$ cat src/rtl/utf8_stream_decoder.sv
`default_nettype none
// ============================================================================
//  Module   : utf8_stream_decoder
//  Brief    : Streaming UTF-8 to code-point decoder. Takes one byte per cycle
//             on a valid/ready input. Decoded scalars and error tokens go
//             into an output FIFO that a valid/ready consumer drains.
//  Revision : 1.0 - initial release
// ============================================================================
module utf8_stream_decoder #(
    parameter int FIFO_DEPTH = 4,
    parameter int STRICT     = 1,
    parameter int REPLACE    = 1
) (
    input  logic                          clk,
    input  logic                          rst,
    input  logic                          in_valid,
    output logic                          in_ready,
    input  logic [7:0]                    in_byte,
    output logic                          out_valid,
    input  logic                          out_ready,
    output logic [20:0]                   out_cp,
    output logic                          out_err,
    output logic [2:0]                    out_len,
    output logic [$clog2(FIFO_DEPTH):0]   fifo_count,
    output logic                          busy
);

    localparam int               AW      = $clog2(FIFO_DEPTH);
    localparam int               CW      = AW + 1;
    localparam logic [20:0]      C_REPL  = 21'h00FFFD;
    localparam logic [20:0]      C_MAXCP = 21'h10FFFF;
    localparam logic [CW-1:0]    C_DEPTH = CW'(FIFO_DEPTH);

    typedef enum logic [0:0] {
        ST_IDLE = 1'b0,
        ST_CONT = 1'b1
    } state_t;

    // Decoder state
    state_t        r_state;
    logic [1:0]    r_rem;
    logic [20:0]   r_acc;
    logic [2:0]    r_len;
    logic [2:0]    r_tot;
    logic [7:0]    r_pend;
    logic          r_pend_v;

    // FIFO storage: {err, len[2:0], cp[20:0]}
    logic [24:0]   r_mem [FIFO_DEPTH];
    logic [AW-1:0] r_wr_ptr;
    logic [AW-1:0] r_rd_ptr;
    logic [CW-1:0] r_count;

    // Next-state and push signals from the byte decoder
    state_t        w_nstate;
    logic [1:0]    w_nrem;
    logic [20:0]   w_nacc;
    logic [2:0]    w_nlen;
    logic [2:0]    w_ntot;
    logic          w_set_pend;
    logic          w_push;
    logic [20:0]   w_pcp;
    logic          w_perr;
    logic [2:0]    w_plen;
    logic [20:0]   w_shift;
    logic [20:0]   w_min;
    logic          w_bad;

    logic          w_full;
    logic          w_fire;
    logic [7:0]    w_byte;
    logic          w_pop;
    logic          w_push_en;
    logic [24:0]   w_head;

    assign w_full    = (r_count == C_DEPTH);
    assign in_ready  = !w_full && !r_pend_v;
    // A held byte replays ahead of new input and only waits for FIFO space
    assign w_fire    = r_pend_v ? !w_full : (in_valid && in_ready);
    assign w_byte    = r_pend_v ? r_pend : in_byte;
    assign out_valid = (r_count != '0);
    assign w_pop     = out_valid && out_ready;
    assign w_push_en = w_fire && w_push;
    assign busy      = (r_state != ST_IDLE) || r_pend_v;
    assign fifo_count = r_count;

    assign w_head  = r_mem[r_rd_ptr];
    assign out_cp  = w_head[20:0];
    assign out_len = w_head[23:21];
    assign out_err = w_head[24];

    // Accumulator after folding in a continuation byte, and its validity limits
    assign w_shift = {r_acc[14:0], w_byte[5:0]};
    always_comb begin
        case (r_tot)
            3'd2:    w_min = 21'h000080;
            3'd3:    w_min = 21'h000800;
            default: w_min = 21'h010000;
        endcase
    end
    assign w_bad = (STRICT != 0) &&
                   ((w_shift < w_min) || (w_shift[20:11] == 10'h01B) || (w_shift > C_MAXCP));

    // Byte decoder: next sequence state and the FIFO entry this byte produces
    always_comb begin
        w_nstate   = r_state;
        w_nrem     = r_rem;
        w_nacc     = r_acc;
        w_nlen     = r_len;
        w_ntot     = r_tot;
        w_set_pend = 1'b0;
        w_push     = 1'b0;
        w_pcp      = '0;
        w_perr     = 1'b0;
        w_plen     = '0;
        if (r_state == ST_IDLE) begin
            if (!w_byte[7]) begin
                w_push = 1'b1;
                w_pcp  = {13'b0, w_byte};
                w_plen = 3'd1;
            end else if (w_byte[7:5] == 3'b110) begin
                w_nacc   = {16'b0, w_byte[4:0]};
                w_nrem   = 2'd1;
                w_nlen   = 3'd1;
                w_ntot   = 3'd2;
                w_nstate = ST_CONT;
            end else if (w_byte[7:4] == 4'b1110) begin
                w_nacc   = {17'b0, w_byte[3:0]};
                w_nrem   = 2'd2;
                w_nlen   = 3'd1;
                w_ntot   = 3'd3;
                w_nstate = ST_CONT;
            end else if (w_byte[7:3] == 5'b11110) begin
                w_nacc   = {18'b0, w_byte[2:0]};
                w_nrem   = 2'd3;
                w_nlen   = 3'd1;
                w_ntot   = 3'd4;
                w_nstate = ST_CONT;
            end else begin
                // Stray continuation or F8-FF lead: nothing accumulated yet
                w_push = 1'b1;
                w_perr = 1'b1;
                w_pcp  = (REPLACE != 0) ? C_REPL : 21'h0;
                w_plen = 3'd1;
            end
        end else begin
            if (w_byte[7:6] == 2'b10) begin
                w_nacc = w_shift;
                w_nlen = r_len + 3'd1;
                w_nrem = r_rem - 2'd1;
                if (r_rem == 2'd1) begin
                    w_push   = 1'b1;
                    w_perr   = w_bad;
                    w_pcp    = (w_bad && (REPLACE != 0)) ? C_REPL : w_shift;
                    w_plen   = r_tot;
                    w_nstate = ST_IDLE;
                end
            end else begin
                // Truncated sequence: report it, then replay the interrupting byte
                w_push     = 1'b1;
                w_perr     = 1'b1;
                w_pcp      = (REPLACE != 0) ? C_REPL : r_acc;
                w_plen     = r_len;
                w_set_pend = 1'b1;
                w_nstate   = ST_IDLE;
            end
        end
    end

    // Sequence FSM and pending-byte register; frozen whenever no byte fires
    always_ff @(posedge clk) begin
        if (rst) begin
            r_state  <= ST_IDLE;
            r_rem    <= '0;
            r_acc    <= '0;
            r_len    <= '0;
            r_tot    <= '0;
            r_pend   <= '0;
            r_pend_v <= 1'b0;
        end else if (w_fire) begin
            r_state  <= w_nstate;
            r_rem    <= w_nrem;
            r_acc    <= w_nacc;
            r_len    <= w_nlen;
            r_tot    <= w_ntot;
            r_pend_v <= w_set_pend;
            if (w_set_pend) begin
                r_pend <= w_byte;
            end
        end
    end

    // Output FIFO: storage is cleared on reset so the head is never X
    always_ff @(posedge clk) begin
        if (rst) begin
            r_wr_ptr <= '0;
            r_rd_ptr <= '0;
            r_count  <= '0;
            for (int i = 0; i < FIFO_DEPTH; i++) begin
                r_mem[i] <= '0;
            end
        end else begin
            if (w_push_en) begin
                r_mem[r_wr_ptr] <= {w_perr, w_plen, w_pcp};
                r_wr_ptr        <= r_wr_ptr + AW'(1);
            end
            if (w_pop) begin
                r_rd_ptr <= r_rd_ptr + AW'(1);
            end
            case ({w_push_en, w_pop})
                2'b10:   r_count <= r_count + CW'(1);
                2'b01:   r_count <= r_count - CW'(1);
                default: r_count <= r_count;
            endcase
        end
    end

endmodule
`default_nettype wire
$ cat config.mk
export PLATFORM = sky130hd
export DESIGN_NAME = utf8_stream_decoder
export DESIGN_NICKNAME = d
export VERILOG_FILES = /design/src/rtl/utf8_stream_decoder.sv
export SDC_FILE = /design/constraint.sdc
export NUM_CORES = 1
export LEC_CHECK = 0
export CAP_MARGIN = 20
export CORE_ASPECT_RATIO = 1.75
export CORE_MARGIN = 1.5
export CORE_UTILIZATION = 45
export DETAILED_ROUTE_END_ITERATION = 10
export MAX_ROUTING_LAYER = met4
export PLACE_DENSITY = 0.67
export SETUP_SLACK_MARGIN = 0.02
export SYNTH_ARGS = -nofsm -noshare
export SYNTH_HDL_FRONTEND = slang
export SYNTH_SLANG_ARGS = --single-unit
$ cat constraint.sdc
create_clock -name clk -period 2.6 [get_ports clk]
set_input_delay 0.52 -clock clk [delete_from_list [all_inputs] [get_ports clk]]
set_output_delay 0.52 -clock clk [all_outputs]
set_load 0.01 [all_outputs]
# Word-level counts from Yosys, hierarchy flattened

Memories as Yosys holds them, arrays and structs flattened. A register that Yosys moved wholly into a read port is not among the register bits.
Cells that the tools add are included.

Flip-flop bits (word level): 40
RAM bits: 100
Bits of input ports: 12
Memories: 1

Add/subtract/negate cells: 6
$lt $le $gt $ge: 2
Equality and inequality tests: 12
Mux-type cells: 70
Bitwise operators: 1
Reductions and logical operators: 18

Memories:

| name  | depth | width | rd ports | clocked after Yosys merged registers in | write ports | RTL line | text |
|---|---|---|---|---|---|---|---|
| r_mem | 4     | 25    | 1        | 1                                       | 4           | 49       | `logic [24:0] r_mem [FIFO_DEPTH];` |

Operator list:

| cell                   | count |
|---|---|
| $mux W15               | 6 |
| $mux W21               | 4 |
| $mux W16               | 4 |
| $mux W3                | 12 |
| $pmux W17 S2           | 1 |
| $mux W1                | 31 |
| $mux W25               | 1 |
| $reduce_or A25 Y1      | 1 |
| $gt A21 B21 Y1 const B | 1 |
| $lt A21 B17 Y1         | 1 |
| $mux W2                | 9 |
| $eq A10 B5 Y1 const B  | 1 |
| $mux W8                | 1 |
| $reduce_and A4 Y1      | 2 |
| $add A3 B1 Y3 const B  | 2 |
| $eq A3 B2 Y1 const B   | 2 |
| $eq A3 B3 Y1 const B   | 2 |
| $pmux W3 S2            | 1 |
| $reduce_bool A3 Y1     | 2 |
| $eq A5 B5 Y1 const B   | 1 |
| $add A2 B1 Y2 const B  | 2 |
| $eq A2 B1 Y1 const B   | 2 |
| $eq A2 B2 Y1 const B   | 2 |
| $eq A4 B4 Y1 const B   | 1 |
| 10 further kinds       | 17 |

# Depth between registers and ports, before layout

Depth after elaboration: 13
Mapped depth: 13
Depth with buffers taken out: 11

# Worst setup path after synthesis

OpenSTA, ideal clock, no wires.

Kind: register to register
Start: register r_count[2], in the netlist fifo_count[2]
End: register r_count[2], in the netlist fifo_count[2]
Library setup time: 70 ps
Data arrival time: 2764 ps
Required time: 2530 ps
Path slack: -234 ps
Stages on the path, launching flop included: 13
Path buffers: 2
Period minus slack after synthesis: 2834 ps
Path through: dfxtp_1 nor3b_1 or2_2 clkbuf_1 a211oi_4 inv_2 clkbuf_1 ha_1 inv_1 fa_1 xor2_1 or3_1 a21oi_1

Cells in the longest elaborated chain, start to end: 8
Elaborated cells between the ends (all ways): 14
Classes of those cells: 2 x add/sub; 3 x eq/ne; 2 x mux; 7 x reduce/logical

Ends and longest elaborated chain:

| item                                                     | RTL line | text |
|---|---|---|
| start, declared                                          | 52       | `logic [CW-1:0] r_count;` |
| start signal, assigned                                   | 211      | `2'b10: r_count <= r_count + CW'(1);` |
| start signal, assigned                                   | 212      | `2'b01: r_count <= r_count - CW'(1);` |
| start signal, assigned                                   | 213      | `default: r_count <= r_count;` |
| $eq A3 B3 Y1                                             | 76       | `assign w_full = (r_count == C_DEPTH);` |
| $logic_not A1 Y1                                         | 77, 79   |  |
| $logic_and A1 B1 Y1                                      | 77       | `assign in_ready = !w_full && !r_pend_v;` |
| $logic_and A1 B1 Y1                                      | 79       | `assign w_fire = r_pend_v ? !w_full : (in_valid && in_ready);` |
| $mux W1                                                  | 79       |  |
| $logic_and A1 B1 Y1                                      | 83       | `assign w_push_en = w_fire && w_push;` |
| $eq A2 B1 Y1 / $eq A2 B2 Y1 (equally long branches)      | 210      | `case ({w_push_en, w_pop})` |
| $pmux W3 S2 / $reduce_bool A2 Y1 (equally long branches) | --       |  |

Parallel ways exist; a longest one is shown, timed or not.
A chain may end at the register's enable or synchronous reset.

==> impl_results.md <==
- Final hold viol count: 0
- Antenna-violating nets left: 0
- Initial antenna violation count: 0
- Period utilization: 96.8%
- Synthesized area: 6420 sq um
- RSZ-0062 raised after global routing: true
- Iteration-0 DRC Markers: 251
- Die Y: 161 um
- Root Buffer: clkbuf_16
- Clk pin slew, worst setup/hold paths: 60 ps
- Top Ports: 43
- R2R cell count: 10
- Area taken by multi-input logic gates: 2400 sq um
- Non-Filler Instances: 815
- Synth Area per Inst: 11.8 sq um
- Netlist cell types: 52
- Worst-case clock buffer depth: 2
- Gpl congestion: 0.848
- FILL cells: 1157
- Slew Viols, Final: 0
- Clock Skew: 10.4 ps
- Layout cells sized above 1: 21.0%
- Antenna diodes: 0
- Max Freq: 397 MHz
- Lkg Pwr: 2.97 nW
- Final TNS setup: 0 ps
- TritonRoute pass-1 iters: 7
- Global-route wire length before repair: 23.5 mm
- Wire per inst: 18.3 um
- Core footprint: 13900 sq um
- Die area: 15000 sq um
- Routed vias: 4650
- PD cells: 856 nW/um^2
- Syn Nets: 563
- Vias in the first global route: 4620
- Vias per cell: 5.71
- Hold WC Path Type: reg2reg
- Initial core utilization: 46.2%
- Hpwl dp: 10.2 mm
- Fin crit period: 2520 ps
- Reg area: 3850 sq um
- Placed cell count: 776
- Setup Viol. Count Final: 0
- Async SR Flop Fraction: 0%
- Area delta synth->final: 25.6%
- Cells after Synth: 545
- Synth Flop Type: edfxtp_1
- Pin count of the biggest net entering global routing: 41
- Max-cap violations: 0
- Final core occ: 58.0%
- # DRC: 0
- CTS tree: done
- Synth Register Bits: 142
- Final wirelength: 14.9 mm
- Gr usage total: 21.5%
- Critical Path RT: 2080 ps
- Critical path class: reg2out
- CP endpoint kind: output pin
- Remaining Overflow, GRT: 0
- Status: finished, final reports clean
- Slew headroom: 59.7%
- Site Rows: 57
- Peak supply drop: 0.602 mV
- Clock sinks: 142
- Die X: 93.3 um
- Port buffer count: 42
- Crit path max fanout: 12
- EDFF count, synth: 100
- Nets: 643
- Worst skew pair latency: 420 ps
- Tot Pwr: 6.90 mW
- Synth warnings: 0
- Least-Margin Pin Slew: 588 ps
- Register area share after synthesis: 59.9%
- CP arrival: 2000 ps
- H-tree Lvls: 4
- CTS buffer count: 17
- Hold depth: 2
- CP startpoint kind: register
[sequential cells by signal, indices dropped and copies added (netlist names), named ones only]
name        flops
r_mem         100
r_acc          15
r_pend          8
fifo_count      3
r_len           3
r_tot           3
r_rd_ptr        2
r_rem           2
r_wr_ptr        2
r_pend_v        1
r_state         1
[layout by cell type (no fill, tap or decap), types with 2 or more instances in the layout]
cell and count:
nor2b_1 2, buf_4 48, nand3_1 14, nor3_1 15
ha_1 4, clkbuf_16 17, dlygate4sd2_1 3, o21ai_0 7
mux2_2 5, inv_8 2, o211ai_1 2, or3_1 8
nand4_1 2, buf_12 9, xor2_1 3, inv_6 6
nor2_1 76, edfxtp_1 100, a21oi_1 66, nor4_1 15
inv_1 11, clkdlybuf4s50_1 33, xnor2_1 2, mux2i_1 8
a211oi_1 6, nand2b_2 3, and2_1 5, mux4_2 25
nand2_1 43, nand4b_1 2, dfxtp_1 41, clkinvlp_4 5
a31oi_1 3, nor3b_1 5, and4b_1 2, and3_1 3
dlymetal6s2s_1 5, nand2b_1 2, or2_2 2
[per-stage QoR]
stage               instance area (sq um)  hold slack [ps]  setup WS (ps)
floorplan                            6460              444          -20.8
global placement                     7430              453           -270
detailed placement                   7430              470           -400
CTS                                  8010              478           22.2
global route                         8060              501           6.75
finish                               8060              481           84.0
[synthesized netlist by cell type (2+ instances only)]
cell type / instances / area share (%)
and3_1: 3 / 0.29
o21ai_0: 8 / 0.62
xnor2_1: 2 / 0.27
inv_1: 11 / 0.64
nor3b_1: 6 / 0.70
clkbuf_1: 27 / 1.6
nor4_1: 15 / 1.5
mux2_2: 5 / 0.88
nand4b_1: 2 / 0.27
o211ai_1: 2 / 0.23
nor3_1: 15 / 1.2
nand2_1: 43 / 2.5
nor2_1: 76 / 4.4
buf_2: 6 / 0.47
nor2b_1: 2 / 0.19
a211oi_1: 6 / 0.70
nand3_1: 14 / 1.1
ha_1: 5 / 0.97
or2_2: 2 / 0.19
dfxtp_1: 42 / 13
nand2b_1: 5 / 0.49
nand4_1: 2 / 0.19
edfxtp_1: 100 / 47
mux2i_1: 8 / 1.2
buf_1: 6 / 0.35
and2_1: 5 / 0.49
mux4_2: 25 / 8.8
a31oi_1: 3 / 0.29
or3_1: 8 / 0.78
xor2_1: 3 / 0.41
a21oi_1: 66 / 5.1
and4b_1: 2 / 0.31
[final timing paths]
| check | startpoint | end | slack, ps |
|---|---|---|---|
| setup reg to reg | r_pend_v | fifo_count[2] | 210 |
| setup / recovery | register | out_cp[19] | 80 |
| hold / removal | r_len[1] | r_len[1] | 480 |
| hold reg to reg | r_len[1] | r_len[1] | 480 |
[critical path: stages, from the launching register on]
cell and delay (ps):
dfxtp_4 410, buf_12 160, mux4_2 520, clkdlybuf4s50_1 490
[area by class of cell]
| type | instances | area share, % |
|---|---|---|
| clock buffer | 17 | 5.28 |
| timing repair buffer | 100 | 12.3 |
| tap | 177 | 2.75 |
| clock inverter | 15 | 1.55 |
| multi-input combinational | 352 | 29.8 |
| inverter | 12 | 0.559 |
| sequential | 142 | 47.7 |
[cell families (layout without fill, tap and decap cells)]
| family | Yosys count | in the layout | share of synthesized area [%] |
|---|---|---|---|
| DFF | 142 | 142 | 59.9 |
| xor gates and xnor gates | 5 | 5 | 0.682 |
| AOI/OAI and AO/OA | 96 | 96 | 8.65 |
| and+or+nand+nor | 207 | 207 | 15.5 |
| muxes | 38 | 38 | 10.9 |
| buffers and inverters | 51 | 144 | 3.10 |
| adders and majority gates | 6 | 6 | 1.29 |
[power breakdown]
part           total, mW  leakage (nW)  switching, mW  internal [mW]
sequential          2.80          1.38          0.124           2.67
clock               2.24         0.255          0.998           1.25
combinational       1.86          1.34          0.844           1.02
total               6.90          2.97           1.97           4.94
[timing repair]
action / CTS / global route
resized for setup: 5 / 7
endpoints found under the hold margin: 0 / 0
hold buffers: 0 / 0
setup endpoints to repair: 6 / 12
setup buffers: 1 / 5
cloned: 1 / 0
[layer usage]
metal / wire (um) / up-vias / global-route usage [%]
met5: 0 / - / -
met1: 5320 / 2271 / 22.4
li1: - / 2189 / -
met3: 719 / 32 / 4.85
met2: 8490 / 158 / 38.2
met4: 384 / 0 / 9.09
Power figures use the tool's default switching activity.
